--- src/rtl/uart_tx_sched_pkg.sv ---
// Purpose     : shared types and constants for the two-requester UART transmit scheduler.
// Latency     : n/a (package only).
// Backpressure: n/a (package only).
// Optional feature macro: UART_TX_PARITY_EN adds the PARITY state encoding.
package uart_tx_sched_pkg;

  localparam int DEF_CLK_DIV = 5208;  // 9600 bps from a 50 MHz clock
  localparam int DATA_W      = 8;
  localparam int CNT_W       = 13;    // holds CLK_DIV-1 for CLK_DIV up to 8191

  typedef enum logic [2:0] {
    ST_IDLE   = 3'd0,
    ST_START  = 3'd1,
    ST_DATA   = 3'd2,
`ifdef UART_TX_PARITY_EN
    ST_PARITY = 3'd4,
`endif
    ST_STOP   = 3'd3
  } state_t;

endpackage

--- src/rtl/bps_tick_gen.sv ---
// Purpose     : bit-period counter; tick marks the last clock of each bit period.
// Latency     : tick is combinational from the counter; counter restarts the cycle after tick.
// Backpressure: none; enable low holds the counter at 0 so the next period starts clean.
// Ports: clk, rst_n (async active-low), enable (frame in progress), tick (period end).
module bps_tick_gen
  import uart_tx_sched_pkg::*;
#(
  parameter int CLK_DIV = DEF_CLK_DIV
) (
  input  logic clk,
  input  logic rst_n,
  input  logic enable,
  output logic tick
);

  localparam logic [CNT_W-1:0] LAST = CNT_W'(CLK_DIV - 1);

  logic [CNT_W-1:0] cnt;

  assign tick = enable && (cnt == LAST);

  always_ff @(posedge clk or negedge rst_n) begin
    if (!rst_n) begin
      cnt <= '0;
    end else if (!enable || tick) begin
      cnt <= '0;
    end else begin
      cnt <= cnt + CNT_W'(1);
    end
  end

endmodule

--- src/rtl/uart_tx_sched.sv ---
// Purpose     : round-robin scheduler feeding one 8N1 UART transmitter from two byte requesters.
// Latency     : ack the edge after req is seen in IDLE; frame is 10*CLK_DIV cycles (11 with parity).
// Backpressure: requests are only accepted in IDLE; req must be held until ack, nothing is queued.
// Ports: clk, rst_n, req0/data0/ack0, req1/data1/ack1, tx (idle high), busy, done, done_id.
// Optional feature macro: UART_TX_PARITY_EN inserts an even-parity bit between DATA and STOP.
module uart_tx_sched
  import uart_tx_sched_pkg::*;
#(
  parameter int CLK_DIV = DEF_CLK_DIV
) (
  input  logic              clk,
  input  logic              rst_n,
  input  logic              req0,
  input  logic [DATA_W-1:0] data0,
  output logic              ack0,
  input  logic              req1,
  input  logic [DATA_W-1:0] data1,
  output logic              ack1,
  output logic              tx,
  output logic              busy,
  output logic              done,
  output logic              done_id
);

  state_t            state_q, state_nxt;
  logic [2:0]        bit_idx_q, bit_idx_nxt;
  logic [DATA_W-1:0] data_q;
  logic              owner_q;
  logic              last_q;      // requester granted most recently
  logic              grant;
  logic              gnt_id;
  logic              tx_nxt;
  logic              tick;

  bps_tick_gen #(
    .CLK_DIV (CLK_DIV)
  ) u_bps_tick_gen (
    .clk    (clk),
    .rst_n  (rst_n),
    .enable (state_q != ST_IDLE),
    .tick   (tick)
  );

  assign busy    = (state_q != ST_IDLE);
  assign done    = (state_q == ST_STOP) && tick;
  assign done_id = owner_q;

  always_comb begin
    state_nxt   = state_q;
    bit_idx_nxt = bit_idx_q;
    grant       = 1'b0;
    gnt_id      = 1'b0;
    tx_nxt      = 1'b1;

    unique case (state_q)
      ST_IDLE: begin
        if (req0 || req1) begin
          grant       = 1'b1;
          // On a tie the requester not served last wins; otherwise the lone requester.
          gnt_id      = (req0 && req1) ? ~last_q : req1;
          state_nxt   = ST_START;
          bit_idx_nxt = 3'd0;
        end
      end
      ST_START: begin
        if (tick) begin
          state_nxt   = ST_DATA;
          bit_idx_nxt = 3'd0;
        end
      end
      ST_DATA: begin
        if (tick) begin
          if (bit_idx_q == 3'd7) begin
`ifdef UART_TX_PARITY_EN
            state_nxt = ST_PARITY;
`else
            state_nxt = ST_STOP;
`endif
          end else begin
            bit_idx_nxt = bit_idx_q + 3'd1;
          end
        end
      end
`ifdef UART_TX_PARITY_EN
      ST_PARITY: begin
        if (tick) begin
          state_nxt = ST_STOP;
        end
      end
`endif
      ST_STOP: begin
        if (tick) begin
          state_nxt = ST_IDLE;
        end
      end
      default: begin
        state_nxt = ST_IDLE;
      end
    endcase

    // tx is registered, so it is derived from where the FSM is heading.
    case (state_nxt)
      ST_START:  tx_nxt = 1'b0;
      ST_DATA:   tx_nxt = data_q[bit_idx_nxt];
`ifdef UART_TX_PARITY_EN
      ST_PARITY: tx_nxt = ^data_q;
`endif
      default:   tx_nxt = 1'b1;
    endcase
  end

  always_ff @(posedge clk or negedge rst_n) begin
    if (!rst_n) begin
      state_q   <= ST_IDLE;
      bit_idx_q <= 3'd0;
      data_q    <= '0;
      owner_q   <= 1'b0;
      last_q    <= 1'b1;     // requester 0 wins the first tie
      tx        <= 1'b1;
      ack0      <= 1'b0;
      ack1      <= 1'b0;
    end else begin
      state_q   <= state_nxt;
      bit_idx_q <= bit_idx_nxt;
      tx        <= tx_nxt;
      ack0      <= grant && !gnt_id;
      ack1      <= grant && gnt_id;
      if (grant) begin
        data_q  <= gnt_id ? data1 : data0;
        owner_q <= gnt_id;
        last_q  <= gnt_id;
      end
    end
  end

endmodule

--- config.mk ---
export PLATFORM = sky130hd
export DESIGN_NAME = uart_tx_sched
export DESIGN_NICKNAME = d
export VERILOG_FILES = /design/src/rtl/uart_tx_sched_pkg.sv /design/src/rtl/bps_tick_gen.sv /design/src/rtl/uart_tx_sched.sv
export SDC_FILE = /design/constraint.sdc
export NUM_CORES = 1
export LEC_CHECK = 0
export ABC_AREA = 1
export CELL_PAD_IN_SITES_DETAIL_PLACEMENT = 0
export CELL_PAD_IN_SITES_GLOBAL_PLACEMENT = 1
export CORE_MARGIN = 3
export CORE_UTILIZATION = 43
export DETAILED_ROUTE_END_ITERATION = 16
export PLACE_DENSITY_LB_ADDON = 0.15
export SLEW_MARGIN = 20
export SYNTH_ARGS = -nofsm -noshare
export SYNTH_HDL_FRONTEND = slang
export SYNTH_SLANG_ARGS = --single-unit
--- constraint.sdc ---
create_clock -name clk -period 3.4 [get_ports clk]
set_input_delay 0.51 -clock clk [delete_from_list [all_inputs] [get_ports clk]]
set_output_delay 0.51 -clock clk [all_outputs]
set_load 0.01 [all_outputs]
; After elaboration in Yosys (flattened, before gate mapping)
; Cells that the tools add are included.
; Widths: inputs -> output; s select.
[totals]
register_bits = 32
latch_bits = 0
ram_bits = 0
mem_bits_ro = 0
inputBits = 20
output_inout_bits = 6
mem_count = 0
[op_classes]
n_addsub = 2
n_mul = 0
n_div = 0
order_cmp = 1
n_eq_ne = 7
shifts = 0
muxes = 21
n_bitwise = 1
reduce_logical = 11
[op_table]
columns = operator, count
row1 = $mux 3, 9
row2 = $add 13x1->13 const B, 1
row3 = $eq 13x13->1 const B, 1
row4 = $mux 13, 1
row5 = $pmux 3 s4, 1
row6 = $eq 3x2->1 const B, 3
row7 = $pmux 3 s3, 1
row8 = $mux 8, 1
row9 = $eq 3x1->1 const B, 2
row10 = $mux 1, 6
row11 = $logic_and 1x1->1, 5
row12 = $lt 3x4->1 const B, 1
row13 = $add 3x1->3 const B, 1
row14 = $bmux 1 s3, 1
row15 = $eq 3x3->1 const B, 1
row16 = $logic_not 3->1, 1
row17 = $reduce_bool 3->1, 1
row18 = $logic_not 1->1, 2
row19 = $logic_or 1x1->1, 2
row20 = $pmux 1 s2, 1
row21 = $not 1->1, 1

; Logic depth before layout (Yosys ltp)
; Gate-level depths: netlist (run 1).
[depth]
word_depth = 7
mapped_depth = 14
mapped_depth_nobuf = 14

; Modules after synthesis
; A second synthesis (run 1) with hierarchy kept.
[unflattened]
cells_unflattened = 230
hier_area_um2 = 1770.4
[modules_own_cells]
columns = module, instances, cells_per_inst, area_per_inst_um2
row1 = uart_tx_sched, 1, 134, 1049.8
row2 = bps_tick_gen, 1, 96, 720.7

; Least setup slack after synthesis (run 1)
; No wires, ideal clock.
[synth_path]
path_type = register to output
start = register u_bps_tick_gen.cnt[0]
end = output done
arrival_time_ps = 1186
required_time_ps = 2890
slack_ps = 1704
path_stages_with_launch = 6
n_path_buf = 0
path_cell_list = dfrtp_1 > ha_1 > nand2_2 > nor2_2 > nand3_4 > nor3_1
[synth_between]
elab_chain_cells = 3
[synth_rtl]
columns = element, line
row1 = start: declaration, bps_tick_gen.sv:18  ; logic [CNT_W-1:0] cnt;
row2 = start signal: assignment, bps_tick_gen.sv:28  ; cnt <= cnt + CNT_W'(1);
row3 = $eq 13x13->1, bps_tick_gen.sv:20  ; assign tick = enable && (cnt == LAST);
row4 = $logic_and 1x1->1, bps_tick_gen.sv:20
row5 = $logic_and 1x1->1, uart_tx_sched.sv:45  ; assign done = (state_q == ST_STOP) && tick;
row6 = end: declaration, uart_tx_sched.sv:21  ; output logic done,
; Every way passes these cells.

; Worst setup path in the final report (run 1)
; Ends and elaborated chain as after synthesis.

==> results of run 1 <==
## metal layers
metal | track usage | wire (um)
met1 | 0.223 | 1750
met2 | 0.234 | 1470
met3 | 0.0483 | 210
met4 | 0.0501 | 49
met5 | 0 | 0
## final cells by class
class / count / area [um^2] / area share
repair buffers: 26 / 258 / 0.117
inverters: 27 / 101 / 0.0460
flip-flops and latches: 32 / 803 / 0.364
clock buffers: 8 / 90.1 / 0.0409
multi-input cells: 163 / 892 / 0.405
well taps: 48 / 60.1 / 0.0272
## worst reg2reg max path: stages, from the launching register on
cell	delay [ps]
dfrtp_1	420
nor2_4	170
nand2_4	100
inv_1	130
nand2_1	340
nor2_2	440
nand2_1	100
nand3_1	80
## registers in the layout (all words and copies together) (netlist names)
name,flops
last_q,1
ack0,1
bit_idx_q,3
tx,1
data_q,8
ack1,1
state_q,3
done_id,1
u_bps_tick_gen.cnt,13
## placed cells by master (no fill, tap or decap), types with 2 or more instances in the layout
master	instances
ha_1	2
nor3_1	5
nor2_1	19
nand3_2	3
nor2_2	5
clkbuf_1	2
inv_2	10
clkdlybuf4s50_1	25
nor3_2	3
nor2_4	2
clkbuf_8	6
nand2_1	61
dfrtp_1	30
dfstp_2	2
inv_1	17
o21ai_0	4
o21ai_1	3
nand3_4	2
nand2_2	6
nand2_4	4
a21oi_1	4
nand3b_1	2
nand3_1	23
nor3b_1	5
## how the worst max path moves through the flow
| stage | start | to | cells past startpoint |
|---|---|---|---|
| after detailed placement | u_bps_tick_gen.cnt[0] | done | 6 |
| after global placement | u_bps_tick_gen.cnt[0] | done | 6 |
| final | u_bps_tick_gen.cnt[0] | done | 6 |
| after CTS | u_bps_tick_gen.cnt[0] | done | 6 |
| after global routing | u_bps_tick_gen.cnt[0] | done | 6 |
| after floorplan | u_bps_tick_gen.cnt[0] | done | 5 |
## report_power, final
part	switching (mW)	internal, mW	total, mW
combinational	0.0949	0.0847	0.180
sequential	0.0368	0.439	0.476
clock	0.135	0.165	0.300
## synth_stat cells (2+ instances only)
library cell	number
a21oi_1	4
clkbuf_1	2
dfrtp_1	30
dfstp_2	2
ha_1	2
inv_1	17
inv_2	10
nand2_1	61
nand2_2	6
nand2_4	4
nand3_1	23
nand3_2	3
nand3_4	2
nand3b_1	2
nor2_1	19
nor2_2	5
nor2_4	2
nor3_1	5
nor3_2	3
nor3b_1	5
o21ai_0	4
o21ai_1	3
## cells by family (layout without fill, tap and decap cells)
family	Yosys count	in the layout
AO/OA/AOI/OAI	17	17
XOR/XNOR	1	1
adder cells (fa/ha/maj)	2	2
buffers and inverters	29	61
flip-flops	32	32
other	1	1
AND/OR/NAND/NOR	142	142
==> metrics.md, run 1 <==
| Metric | Value |
|---|---|
| RePlAce Congestion | 0.767 |
| Adder-Cell Fraction of Synth Area | 0.0139 |
| TritonRoute pass-1 iters | 4 |
| Reg clk slew, reported paths | 70 ps |
| Clk sinks | 32 |
| Fin crit period | 2490 ps |
| Final Cell Area | 0.00220 mm^2 |
| Vias post-DR | 1,501 |
| Avg Vias per Cell | 4.94 |
| Synth Instances | 224 |
| F_max | 0.402 GHz |
| Iter 0 DRT Violations | 69 |
| Largest area contributor in the netlist | dfrtp_1 |
| Ys flop type | dfrtp_1 |
| Routed length per placed instance | 11.4 um |
| Critical path buffer and inverter count | 1 |
| Startpoint types | register |
| Synthesized area per cell | 8.05 um^2 |
| Worst Hold Path EP | u_bps_tick_gen.cnt[0] |
| Biggest cell delay along the critical path | 560 ps |
| CP Capture Type | output port |
| Die X-Extent | 70.8 um |
| Worst path cell trace | ha_1, nand2_2, nor2_2, nand3_4, nor3_1, clkdlybuf4s50_1 |
| # DRC | 0 |
| PnR worst setup slack | 912 ps |
| Status | finished clean |
| FF-to-FF Start | state_q[2] |
| CTS Hold Bufs | 0 |
| Clock Latency Late Sink | 280 ps |
| Hold path depth | 1 |
| Largest net degree at the start of global routing | 33 |
| Hold_sp | u_bps_tick_gen.cnt[0] |
| Initial antenna violation count | 0 |
| Critical-path maximum fanout | 9 |
| Antenna Nets Post-Route | 0 |
| Worst Skew | 7.33 ps |
| Synth top area cells | dfrtp_1, nand2_1, nand3_1, nor2_1, inv_1 |
| Starting Density | 0.468 |
| Total CTS buffers | 5 |
| Final Instance Count excl. Fillers | 304 |
| Setup Slack @ Placement | 1200 ps |
| Ys Warns | 0 |
| Total grt overflow | 0 |
| Core Region | 0.00385 mm^2 |
| Area Overhead vs Synth | 22.2% |
| Vias in the first global route | 1,433 |
| Fill cells | 387 |
| Simple-Gate Fraction of Synth Area | 0.412 |
| Synth top area share | 0.416 |
| Measured slew at the worst slew-check pin | 516 ps |
| Post-CTS Setup Bufs | 0 |
| Reg2Reg Capture Point | data_q[6] |
| R2R Setup Slk | 1560 ps |
| Largest family of logic cells by synthesized area | simple AND/OR/NAND/NOR gates |
| Tot Pwr | 955 uW |
| Fraction of registers with async set/reset | 1.00 |
| Synth Area in XOR/XNOR | 0.00485 |
| Post-DP HPWL | 2620 um |
| Period utilisation layout | 0.732 |
| Routed WL | 3480 um |
| I/O pins | 26 |
| Mapped Area | 0.00180 mm^2 |
| TritonCTS clock tree | done |
| Clock root buffer master | clkbuf_8 |
| Synth cell types | 32 |
| Antenna Cells | 0 |
| Synth Register Bits | 32 |
| Compound-Gate Fraction of Synth Area | 0.0617 |
| Post-Place Cells | 296 |
| CTS resizes | 0 |
| Register area share after synthesis | 0.445 |
| Multiplexer share of the synthesized area | 0 |
| Post-Route Setup TNS | 0 ps |
| Rel. slew slack | 0.655 |
| Clk buf depth | 2 |
| Crit path DAT | 1980 ps |
| Die area | 0.00501 mm^2 |
| Hold WC Path Type | reg -> reg |
| Die Y | 70.8 um |
| RSZ-0062 raised after global routing | false |
| Site Rows | 22 |
| H-tree depth | 2 |
| Worst R2R Path Depth | 7 |
| Final Hold Vio Count | 0 |
| Leak | 0.993 nW |
| VDD IR max | 0.280 mV |
| CP required | 2890 ps |
| CP max-delay cell | clkdlybuf4s50_1 |
| First-pass GRT wire length | 6350 um |
| Port bufs | 25 |
| Total GRT Usage | 0.158 |
| Pwr Density | 433 mW/mm^2 |
| Share of cells above drive strength 1 | 0.180 |
| Max-slew violations | 0 |
| CP top delay family | buffers and inverters |
| Setup-failing EPs final | 0 |
| Synth Net Count | 246 |
| Hold_ws | 463 ps |
| Final #Nets | 277 |
| Max_cap viols | 0 |
| Placed cell areas | 0.00211 mm^2 |
| Utilization after layout | 0.572 |
| Crit Path Category | reg -> out |
| EDFF count, synth | 0 |
Power figures use the tool's default switching activity.
==> run 2, diff against run 1 <==
CORE_UTILIZATION = 40   (was 43)
clock period = 2.3 ns   (was 3.4 ns; I/O delays follow)
==> run 2 against run 1 <==
Net effect:
- core utilization decreased by 3.7 points
- design area rose by 1.3%
- die area grew 6.9%
- first-iteration DRC count up 20%
- combinational power rose by 51%
- wire length fell by 0.86%
- flip-flop and latch count did not move
- sequential share of layout area down 0.47 points
- final cell count rose by 0.99%
- critical endpoint unchanged
- largest cell class unchanged
==> metrics.md, run 2 (same netlist as run 1, synthesis figures left out) <==
| Metric | Value |
|---|---|
| PnR worst setup slack | 264 ps |
| Vias post-DR | 1,487 |
| Power Internal | 1.02 mW |
| Biggest cell delay along the critical path | 370 ps |
| I/O pins | 26 |
| Crit path DAT | 1690 ps |
| Max-slew violations | 0 |
| Largest net degree at the start of global routing | 22 |
| Area of the multi-input gates | 892 um^2 |
| Routed length per placed instance | 11.2 um |
| Sequential group share of total power | 0.492 |
| Total CTS buffers | 5 |
| Initial antenna violation count | 0 |
| Switching Fraction | 0.285 |
| Post-Route Setup TNS | 0 ps |
| Reg clk slew, reported paths | 70 ps |
| Power share of the clock group | 0.318 |
| Final Instance Count excl. Fillers | 307 |
| Leak | 1.00 nW |
| Die X-Extent | 73.2 um |
| TritonCTS clock tree | done |
| H-tree depth | 2 |
| First-pass GRT wire length | 6160 um |
| Final Cell Area | 0.00223 mm^2 |
| Period utilisation layout | 0.885 |
| Top flop regs | u_bps_tick_gen.cnt x13, data_q x8 |
| Tot Pwr | 1.43 mW |
| Total GRT Usage | 0.148 |
| Post-Place Cells | 299 |
| TritonRoute pass-1 iters | 4 |
| Die Y | 73.2 um |
| Rel. slew slack | 0.582 |
| Total grt overflow | 0 |
| Final #Nets | 278 |
| Die area | 0.00535 mm^2 |
| Register Area | 803 um^2 |
| Final Hold Vio Count | 0 |
| Max_cap viols | 0 |
| Clk buf depth | 2 |
| VDD IR max | 0.355 mV |
| Clock root buffer master | clkbuf_8 |
| Combinational share of power | 0.190 |
| Antenna Nets Post-Route | 0 |
| Crit Path Category | reg -> out |
| Critical path buffer and inverter count | 1 |
| Sw Pwr | 408 uW |
| Share of cells above drive strength 1 | 0.191 |
| Post-DP HPWL | 2740 um |
| Commonest non-fill, non-tap cell in the layout | nand2_1 |
| Fill cells | 399 |
| Startpoint types | register |
| RePlAce Congestion | 0.756 |
| Core Region | 0.00417 mm^2 |
| # DRC | 0 |
| Pwr Density | 639 mW/mm^2 |
| Hold WC Path Type | in -> async |
| Critical-path maximum fanout | 9 |
| Vias in the first global route | 1,440 |
| CP required | 1960 ps |
| Site Rows | 23 |
| Fin crit period | 2040 ps |
| Routed WL | 3450 um |
| CP top delay family | simple AND/OR/NAND/NOR gates |
| Worst Skew | 3.27 ps |
| Setup-failing EPs final | 0 |
| Starting Density | 0.432 |
| Clock Latency Late Sink | 280 ps |
| CTS Hold Bufs | 0 |
| Clk sinks | 32 |
| Max FFs per register | 13 |
| Reg with most FFs | u_bps_tick_gen.cnt |
| Avg Vias per Cell | 4.84 |
| Port bufs | 25 |
| Setup Slack @ Placement | 278 ps |
| Commonest cells after routing, fill and taps aside | nand2_1, dfrtp_1, clkdlybuf4s50_1, nand3_1, nor2_1 |
| Status | finished clean |
| Antenna Cells | 0 |
| Placed cell areas | 0.00214 mm^2 |
| Area Overhead vs Synth | 23.8% |
| F_max | 0.491 GHz |
| RSZ-0062 raised after global routing | false |
| CP max-delay cell | dfrtp_1 |
| Worst path cell trace | ha_1, nand2_2, nor2_2, nand3_4, nor3_1, dlygate4sd2_1 |
| Measured slew at the worst slew-check pin | 625 ps |
| CP Capture Type | output port |
| Iter 0 DRT Violations | 83 |
## run 2: power groups by stage
stage / Combinational, mW / Clock [mW] / Sequential, mW
after floorplan: 0.167 / 0 / 0.706
after global placement: 0.276 / 0 / 0.711
after detailed placement: 0.275 / 0 / 0.713
after CTS: 0.277 / 0.472 / 0.703
after global routing: 0.314 / 0.494 / 0.715
final: 0.271 / 0.454 / 0.703
## run 2: layer usage
metal	vias up	global-route usage	part of all wire
li1	779	-	-
met1	675	0.189	0.47
met2	29	0.236	0.47
met3	4	0.0441	0.046
met4	0	0.0533	0.010
met5	-	0	0
## run 2: area by class of cell
cell class                 count  share of cell area
multi-input combinational    163               0.399
sequential                    32               0.360
timing repair buffer          27               0.124
inverter                      27              0.0454
clock buffer                   6              0.0370
tap                           50              0.0280
clock inverter                 2             0.00672
## run 2: metrics by stage
| step | hold slack (ps) | util |
|---|---|---|
| 2_1_floorplan | 49.4 | - |
| 3_3_place_gp | 447 | 0.512 |
| 3_5_place_dp | 456 | 0.512 |
| 4_1_cts | 465 | 0.535 |
| 5_1_grt | 492 | 0.535 |
| 6_report | 453 | 0.535 |
## run 2: path summary, 6_finish.rpt
| kind | start | cells after the start | end | slack [ps] |
|---|---|---|---|---|
| max in group asynchronous | rst_n | 2 | u_bps_tick_gen.cnt[2] | 1320 |
| hold / removal | rst_n | 1 | u_bps_tick_gen.cnt[12] | 450 |
| hold reg to reg | u_bps_tick_gen.cnt[0] | 1 | u_bps_tick_gen.cnt[0] | 460 |
| setup / recovery | u_bps_tick_gen.cnt[0] | 6 | done | 260 |
| min in group clk | u_bps_tick_gen.cnt[0] | 1 | u_bps_tick_gen.cnt[0] | 460 |
| setup reg to reg | u_bps_tick_gen.cnt[0] | 12 | u_bps_tick_gen.cnt[12] | 520 |
## run 2: repair_timing
| action | CTS | global route |
|---|---|---|
| setup buffers | 0 | 0 |
| setup endpoints to repair | 1 | 0 |
| resized for setup | 1 | 0 |
